[src/rtl/uart_byte_rx_pkg.sv]
// Shared UART receive definitions: data width and FSM state encodings (also used by the TX side).
package uart_byte_rx_pkg;

  localparam int UART_DATA_BITS = 8;

  typedef enum logic [2:0] {
    ST_IDLE      = 3'd0,
    ST_START     = 3'd1,
    ST_DATA      = 3'd2,
    ST_PARITY    = 3'd3,
    ST_STOP      = 3'd4,
    ST_WAIT_HIGH = 3'd5
  } rx_state_t;

  function automatic logic even_parity(input logic [UART_DATA_BITS-1:0] d);
    return ^d;
  endfunction

endpackage

[src/rtl/uart_rx_fifo.sv]
// Small synchronous FIFO with extra-MSB pointers; head word is always presented on dout.
module uart_rx_fifo #(
  parameter int DEPTH = 4,
  parameter int WIDTH = 8
) (
  input  logic             clock,
  input  logic             reset_n,
  input  logic             push,
  input  logic [WIDTH-1:0] din,
  input  logic             pop,
  output logic [WIDTH-1:0] dout,
  output logic             full,
  output logic             empty
);

  localparam int AW = $clog2(DEPTH);

  logic [WIDTH-1:0] mem [DEPTH];
  logic [AW:0]      wptr;
  logic [AW:0]      rptr;
  logic             do_pop;
  logic             do_push;

  assign empty = (wptr == rptr);
  assign full  = (wptr[AW] != rptr[AW]) && (wptr[AW-1:0] == rptr[AW-1:0]);
  assign dout  = mem[rptr[AW-1:0]];

  // A pop on a full FIFO frees the slot the simultaneous push lands in.
  assign do_pop  = pop && !empty;
  assign do_push = push && (!full || do_pop);

  always_ff @(posedge clock or negedge reset_n) begin
    if (!reset_n) begin
      wptr <= '0;
      rptr <= '0;
      for (int i = 0; i < DEPTH; i++) mem[i] <= '0;
    end else begin
      if (do_push) begin
        mem[wptr[AW-1:0]] <= din;
        wptr              <= wptr + 1'b1;
      end
      if (do_pop) rptr <= rptr + 1'b1;
    end
  end

endmodule

[src/rtl/uart_byte_rx.sv]
// UART 8N1 byte receiver with FIFO and sticky error flags; define UART_RX_PARITY_EN for even parity.
//  state        | meaning
//  ST_IDLE      | line idle, waiting for falling edge
//  ST_START     | counting to mid start bit, re-check low
//  ST_DATA      | sampling 8 data bits LSB first
//  ST_PARITY    | sampling even parity bit (UART_RX_PARITY_EN only)
//  ST_STOP      | sampling stop bit
//  ST_WAIT_HIGH | framing error, waiting for line to return high
module uart_byte_rx #(
  parameter int CLKS_PER_BIT = 104,
  parameter int FIFO_DEPTH   = 4
) (
  input  logic       clock,
  input  logic       reset_n,
  input  logic       serial_rx,
  output logic [7:0] rx_data,
  output logic       rx_valid,
  input  logic       rx_ready,
  input  logic       err_clear,
  output logic       frame_error,
  output logic       overrun,
  output logic       parity_error
);

  import uart_byte_rx_pkg::*;

  localparam int CW = $clog2(CLKS_PER_BIT);
  localparam logic [CW-1:0] HALF_LOAD = CW'(CLKS_PER_BIT / 2 - 1);
  localparam logic [CW-1:0] FULL_LOAD = CW'(CLKS_PER_BIT - 1);
  localparam logic [2:0]    LAST_BIT  = 3'(UART_DATA_BITS - 1);

  logic [1:0]                sync;
  logic                      rx_s;
  rx_state_t                 state;
  logic [CW-1:0]             cnt;
  logic [2:0]                bit_idx;
  logic [UART_DATA_BITS-1:0] shift;
  logic                      push_q;
  logic                      frame_evt;
  logic                      par_bad;
  logic                      par_evt;
  logic                      fifo_full;
  logic                      fifo_empty;
  logic                      overrun_evt;

  assign rx_s = sync[1];

  always_ff @(posedge clock or negedge reset_n) begin
    if (!reset_n) sync <= 2'b11;
    else          sync <= {sync[0], serial_rx};
  end

  always_ff @(posedge clock or negedge reset_n) begin
    if (!reset_n) begin
      state     <= ST_IDLE;
      cnt       <= '0;
      bit_idx   <= '0;
      shift     <= '0;
      push_q    <= 1'b0;
      frame_evt <= 1'b0;
      par_bad   <= 1'b0;
      par_evt   <= 1'b0;
    end else begin
      push_q    <= 1'b0;
      frame_evt <= 1'b0;
      par_evt   <= 1'b0;
      if (cnt != '0) cnt <= cnt - 1'b1;
      case (state)
        ST_IDLE: begin
          if (!rx_s) begin
            cnt     <= HALF_LOAD;
            par_bad <= 1'b0;
            state   <= ST_START;
          end
        end
        ST_START: begin
          if (cnt == '0) begin
            cnt     <= FULL_LOAD;
            bit_idx <= '0;
            state   <= rx_s ? ST_IDLE : ST_DATA;
          end
        end
        ST_DATA: begin
          if (cnt == '0) begin
            shift   <= {rx_s, shift[UART_DATA_BITS-1:1]};
            cnt     <= FULL_LOAD;
            bit_idx <= bit_idx + 1'b1;
            if (bit_idx == LAST_BIT) begin
`ifdef UART_RX_PARITY_EN
              state <= ST_PARITY;
`else
              state <= ST_STOP;
`endif
            end
          end
        end
`ifdef UART_RX_PARITY_EN
        ST_PARITY: begin
          if (cnt == '0) begin
            par_bad <= (even_parity(shift) != rx_s);
            par_evt <= (even_parity(shift) != rx_s);
            cnt     <= FULL_LOAD;
            state   <= ST_STOP;
          end
        end
`endif
        ST_STOP: begin
          if (cnt == '0) begin
            if (rx_s) begin
              push_q <= !par_bad;
              state  <= ST_IDLE;
            end else begin
              frame_evt <= 1'b1;
              state     <= ST_WAIT_HIGH;
            end
          end
        end
        ST_WAIT_HIGH: begin
          if (rx_s) state <= ST_IDLE;
        end
        default: state <= ST_IDLE;
      endcase
    end
  end

  uart_rx_fifo #(
    .DEPTH (FIFO_DEPTH),
    .WIDTH (UART_DATA_BITS)
  ) u_fifo (
    .clock   (clock),
    .reset_n (reset_n),
    .push    (push_q),
    .din     (shift),
    .pop     (rx_ready),
    .dout    (rx_data),
    .full    (fifo_full),
    .empty   (fifo_empty)
  );

  assign rx_valid    = !fifo_empty;
  assign overrun_evt = push_q && fifo_full && !rx_ready;

  // New error events take priority over a coincident clear.
  always_ff @(posedge clock or negedge reset_n) begin
    if (!reset_n) begin
      frame_error <= 1'b0;
      overrun     <= 1'b0;
    end else begin
      if (frame_evt)      frame_error <= 1'b1;
      else if (err_clear) frame_error <= 1'b0;
      if (overrun_evt)    overrun <= 1'b1;
      else if (err_clear) overrun <= 1'b0;
    end
  end

`ifdef UART_RX_PARITY_EN
  logic parity_error_q;
  always_ff @(posedge clock or negedge reset_n) begin
    if (!reset_n)       parity_error_q <= 1'b0;
    else if (par_evt)   parity_error_q <= 1'b1;
    else if (err_clear) parity_error_q <= 1'b0;
  end
  assign parity_error = parity_error_q;
`else
  assign parity_error = 1'b0;
`endif

endmodule

[config.mk]
export PLATFORM = sky130hd
export DESIGN_NAME = uart_byte_rx
export DESIGN_NICKNAME = d
export VERILOG_FILES = /design/src/rtl/uart_byte_rx_pkg.sv /design/src/rtl/uart_rx_fifo.sv /design/src/rtl/uart_byte_rx.sv
export SDC_FILE = /design/constraint.sdc
export NUM_CORES = 1
export LEC_CHECK = 0
export CORE_ASPECT_RATIO = 1.4
export CORE_MARGIN = 3
export CORE_UTILIZATION = 45
export CTS_CLUSTER_SIZE = 20
export DETAILED_ROUTE_END_ITERATION = 7
export DONT_BUFFER_PORTS = 1
export PLACE_DENSITY = 0.61
export SYNTH_ARGS = -nofsm -noshare
export SYNTH_HDL_FRONTEND = slang
export SYNTH_HIERARCHICAL = 1
export SYNTH_SLANG_ARGS = --single-unit
[constraint.sdc]
create_clock -name clock -period 3.7 [get_ports clock]
set_input_delay 0.37 -clock clock [delete_from_list [all_inputs] [get_ports clock]]
set_output_delay 0.37 -clock clock [all_outputs]
set_load 0.03 [all_outputs]
==> impl_metrics.py <==
metrics = {
    "sta": {
        "fin_setup_tns_ps": 0,
        "fin_worst_skew_ps": 12.5,
        "setup_ws_ps": 1400,
        "fmax_mhz": 435,
        "slew_headroom_pct": 45.4,
        "post-route-min-period_ps": 2300,
        "setup_viol": 0,
        "finalHoldViolations": 0,
        "min_period_over_period_pct": 62.1,
        "maxSlewViolCount": 0,
        "worstMarginPinSlew_ps": 817,
        "rsz0062_at_grt": "no",
    },
    "finish": {
        "drive_gt1_share_pct": 34.6,
        "final_common_cell": "dfrtp_1",
        "mostFrequentLayoutCells": "dfrtp_1 (63), mux2_2 (43), ha_1 (10), clkbuf_8 (9)",
        "seqCellArea_sq_um": 1630,
        "final_nets": 238,
        "syn_to_final_growth_pct": 9.42,
        "fillers": 604,
        "diodes": 0,
        "multiInputGateArea_sq_um": 1390,
    },
    "synth": {
        "ys_ff_latch": 65,
        "async_reset_ff_share_pct": 100,
        "synth.top_cell.area_share_pct": 50.7,
        "ys_top_cells_by_area": "dfrtp_1 (51%), mux2_2 (16%), mux4_2 (5.8%)",
        "synth_top_cell_by_area": "dfrtp_1",
        "syn_inst": 217,
        "avgSynthCellArea_sq_um": 14.3,
        "synth-edff-count": 0,
        "yosysSeqAreaShare_pct": 52.4,
        "syn-num-nets": 232,
        "ys.warnings.count": 6,
        "synthFlopType": "dfrtp_1",
        "yosysUniqueCellTypes": 46,
        "syn_area_sq_um": 3110,
    },
    "pwr": {
        "power_uw": 1300,
        "cellLeakagePower_uw": 0.00164,
        "irDropWorstVdd_mv": 0.196,
        "p_per_area_nw_per_um2": 384,
    },
    "min_path": {
        "hold_end": "sync[0]",
        "hold_depth": 0,
        "hp-start": "serial_rx",
        "hold_class": "in2reg",
    },
    "outcome": {
        "status": "finished, final reports clean",
    },
    "worst_setup_path": {
        "critPathLaunchType": "flop",
        "rr_endpoint": "u_fifo/mem[1]",
        "rrSetupSlack_ps": 1400,
        "path_class": "reg2reg",
        "reg2reg_depth": 3,
        "crit_fanout": 11,
        "crit_arrival_ps": 2500,
        "r2r_start": "u_fifo/rptr[1]",
        "required_ps": 3910,
        "end_kind": "flop",
    },
    "place": {
        "hpwl_mm": 3.45,
        "dp_worst_setup_slack_ps": 1350,
        "gp_congestion": 0.700,
        "io_buffers": 0,
    },
    "global_routing": {
        "gr-total-overflow": 0,
        "grt_max_degree": 66,
        "track_usage_pct": 14.4,
        "grt_pass1_wl_mm": 8.83,
        "grt_pass1_vias": 1736,
        "antenna_found_initial": 0,
    },
    "drt": {
        "drt_iter0_markers": 66,
        "detail_route.wl_per_cell_microns": 15.9,
        "first_pass_iters": 4,
        "drc": 0,
        "totalWireLength_mm": 5.09,
        "postRouteAntennaNets": 0,
        "via_per_inst": 5.27,
        "num_vias": 1685,
    },
    "clock_tree": {
        "cts_buffers": 9,
        "tritoncts": "yes",
        "clk_pin_slew_worst_paths_ps": 70,
        "cts-root-buf": "clkbuf_8",
        "clk_latency_ps": 330,
        "cts_htree_levels": 3,
        "cts_sinks": 65,
        "cts.repair.resized": 0,
        "ctsLongestPathBuffers": 2,
    },
    "floorplan": {
        "die-area_sq_um": 7950,
        "start_util_pct": 46.7,
        "core_sq_um": 6660,
        "io_pins": 17,
        "die_w_microns": 76.2,
        "rows": 35,
        "die_h_microns": 104,
    },
    "flow_run": {
        "cap_violations": 0,
    },
}
==> sequential cells by signal, indices dropped and copies added, names as in the netlist <==
signal and flops:
overrun 1, push_q 1, bit_idx 3, cnt 7
u_fifo/wptr 3, shift 8, frame_evt 1, u_fifo/rptr 3
frame_error 1, u_fifo/mem 32, state 3, sync 2
==> worst max-delay path: stages, from the launching register on <==
cell and delay (ps):
dfrtp_1 740, xor2_4 250, o41ai_4 780, mux2_2 410
==> how the worst max path moves through the flow <==
stage,start,cells past startpoint,endpoint
6_report,u_fifo/rptr[1],3,u_fifo/mem[1]
4_1_cts,u_fifo/rptr[1],3,u_fifo/mem[0]
3_3_place_gp,u_fifo/rptr[1],3,u_fifo/mem[5]
2_1_floorplan,u_fifo/rptr[1],4,u_fifo/mem[0]
3_5_place_dp,u_fifo/rptr[1],3,u_fifo/mem[5]
5_1_grt,u_fifo/rptr[1],3,u_fifo/mem[1]
==> cells by family (layout without fill, tap and decap cells) <==
kind of cell | count (synthesis) | count (layout) | share of synthesized area [%]
xor gates and xnor gates | 12 | 12 | 4.47
DFF | 65 | 65 | 52.4
adders and majority gates | 10 | 10 | 4.03
AOI/OAI and AO/OA | 25 | 25 | 8.33
other | 1 | 1 | 0.121
buffers and inverters | 16 | 27 | 2.74
and+or+nand+nor | 36 | 36 | 6.20
muxes | 52 | 52 | 21.7
==> report_power, final <==
part	internal [uW]	leakage, uW	switching (uW)
Clock	310	0.0000933	260
Sequential	712	0.000887	1.54
Combinational	4.23	0.000656	15.8
==> routing by layer <==
layer / vias to the layer above / GRT usage (%) / routed length, microns
li1: 801 / - / -
met1: 852 / 17.3 / 2200
met2: 22 / 23.6 / 2640
met3: 10 / 3.81 / 129
met4: 0 / 7.64 / 124
met5: - / 0 / 0
==> area by class of cell <==
| class | count | area share (%) |
|---|---|---|
| repair buffers | 3 | 1.32 |
| well taps | 92 | 3.38 |
| multi-input cells | 136 | 41.0 |
| inverters | 8 | 0.883 |
| flip-flops and latches | 65 | 47.9 |
| clock buffers | 11 | 3.86 |
| clock inverters | 5 | 1.66 |
==> timing repair <==
| action | 4_1_cts | 5_1_grt |
|---|---|---|
| endpoints found under the hold margin | 65 | 0 |
| hold buffers | 2 | 0 |
| buffers inserted | 0 | 0 |
==> cell usage after synthesis, drive strengths merged (2+ instances only) <==
master / n
a21o: 2
a21oi: 5
a22o: 3
and2: 4
buf: 6
clkbuf: 2
dfrtp: 63
dfstp: 2
ha: 10
inv: 8
mux2: 43
mux4: 8
nand2: 8
nand2b: 2
nand3: 3
nor2: 6
nor3: 5
o211ai: 2
o21ai: 2
o31ai: 2
o41ai: 5
or3: 2
xnor2: 8
xor2: 4
==> per-stage QoR <==
step | hold WS [ps] | cell area [sq um] | std cells | utilization [%]
2_1_floorplan | 74.4 | 3110 | 217 | -
3_3_place_gp | 76.5 | 3180 | 302 | 47.7
3_5_place_dp | 76.8 | 3180 | 302 | 47.7
4_1_cts | 14.4 | 3400 | 320 | 51.1
5_1_grt | 4.25 | 3400 | 320 | 51.1
6_report | 34.4 | 3400 | 320 | 51.1
Note: power is estimated with default switching activity, not from simulation.
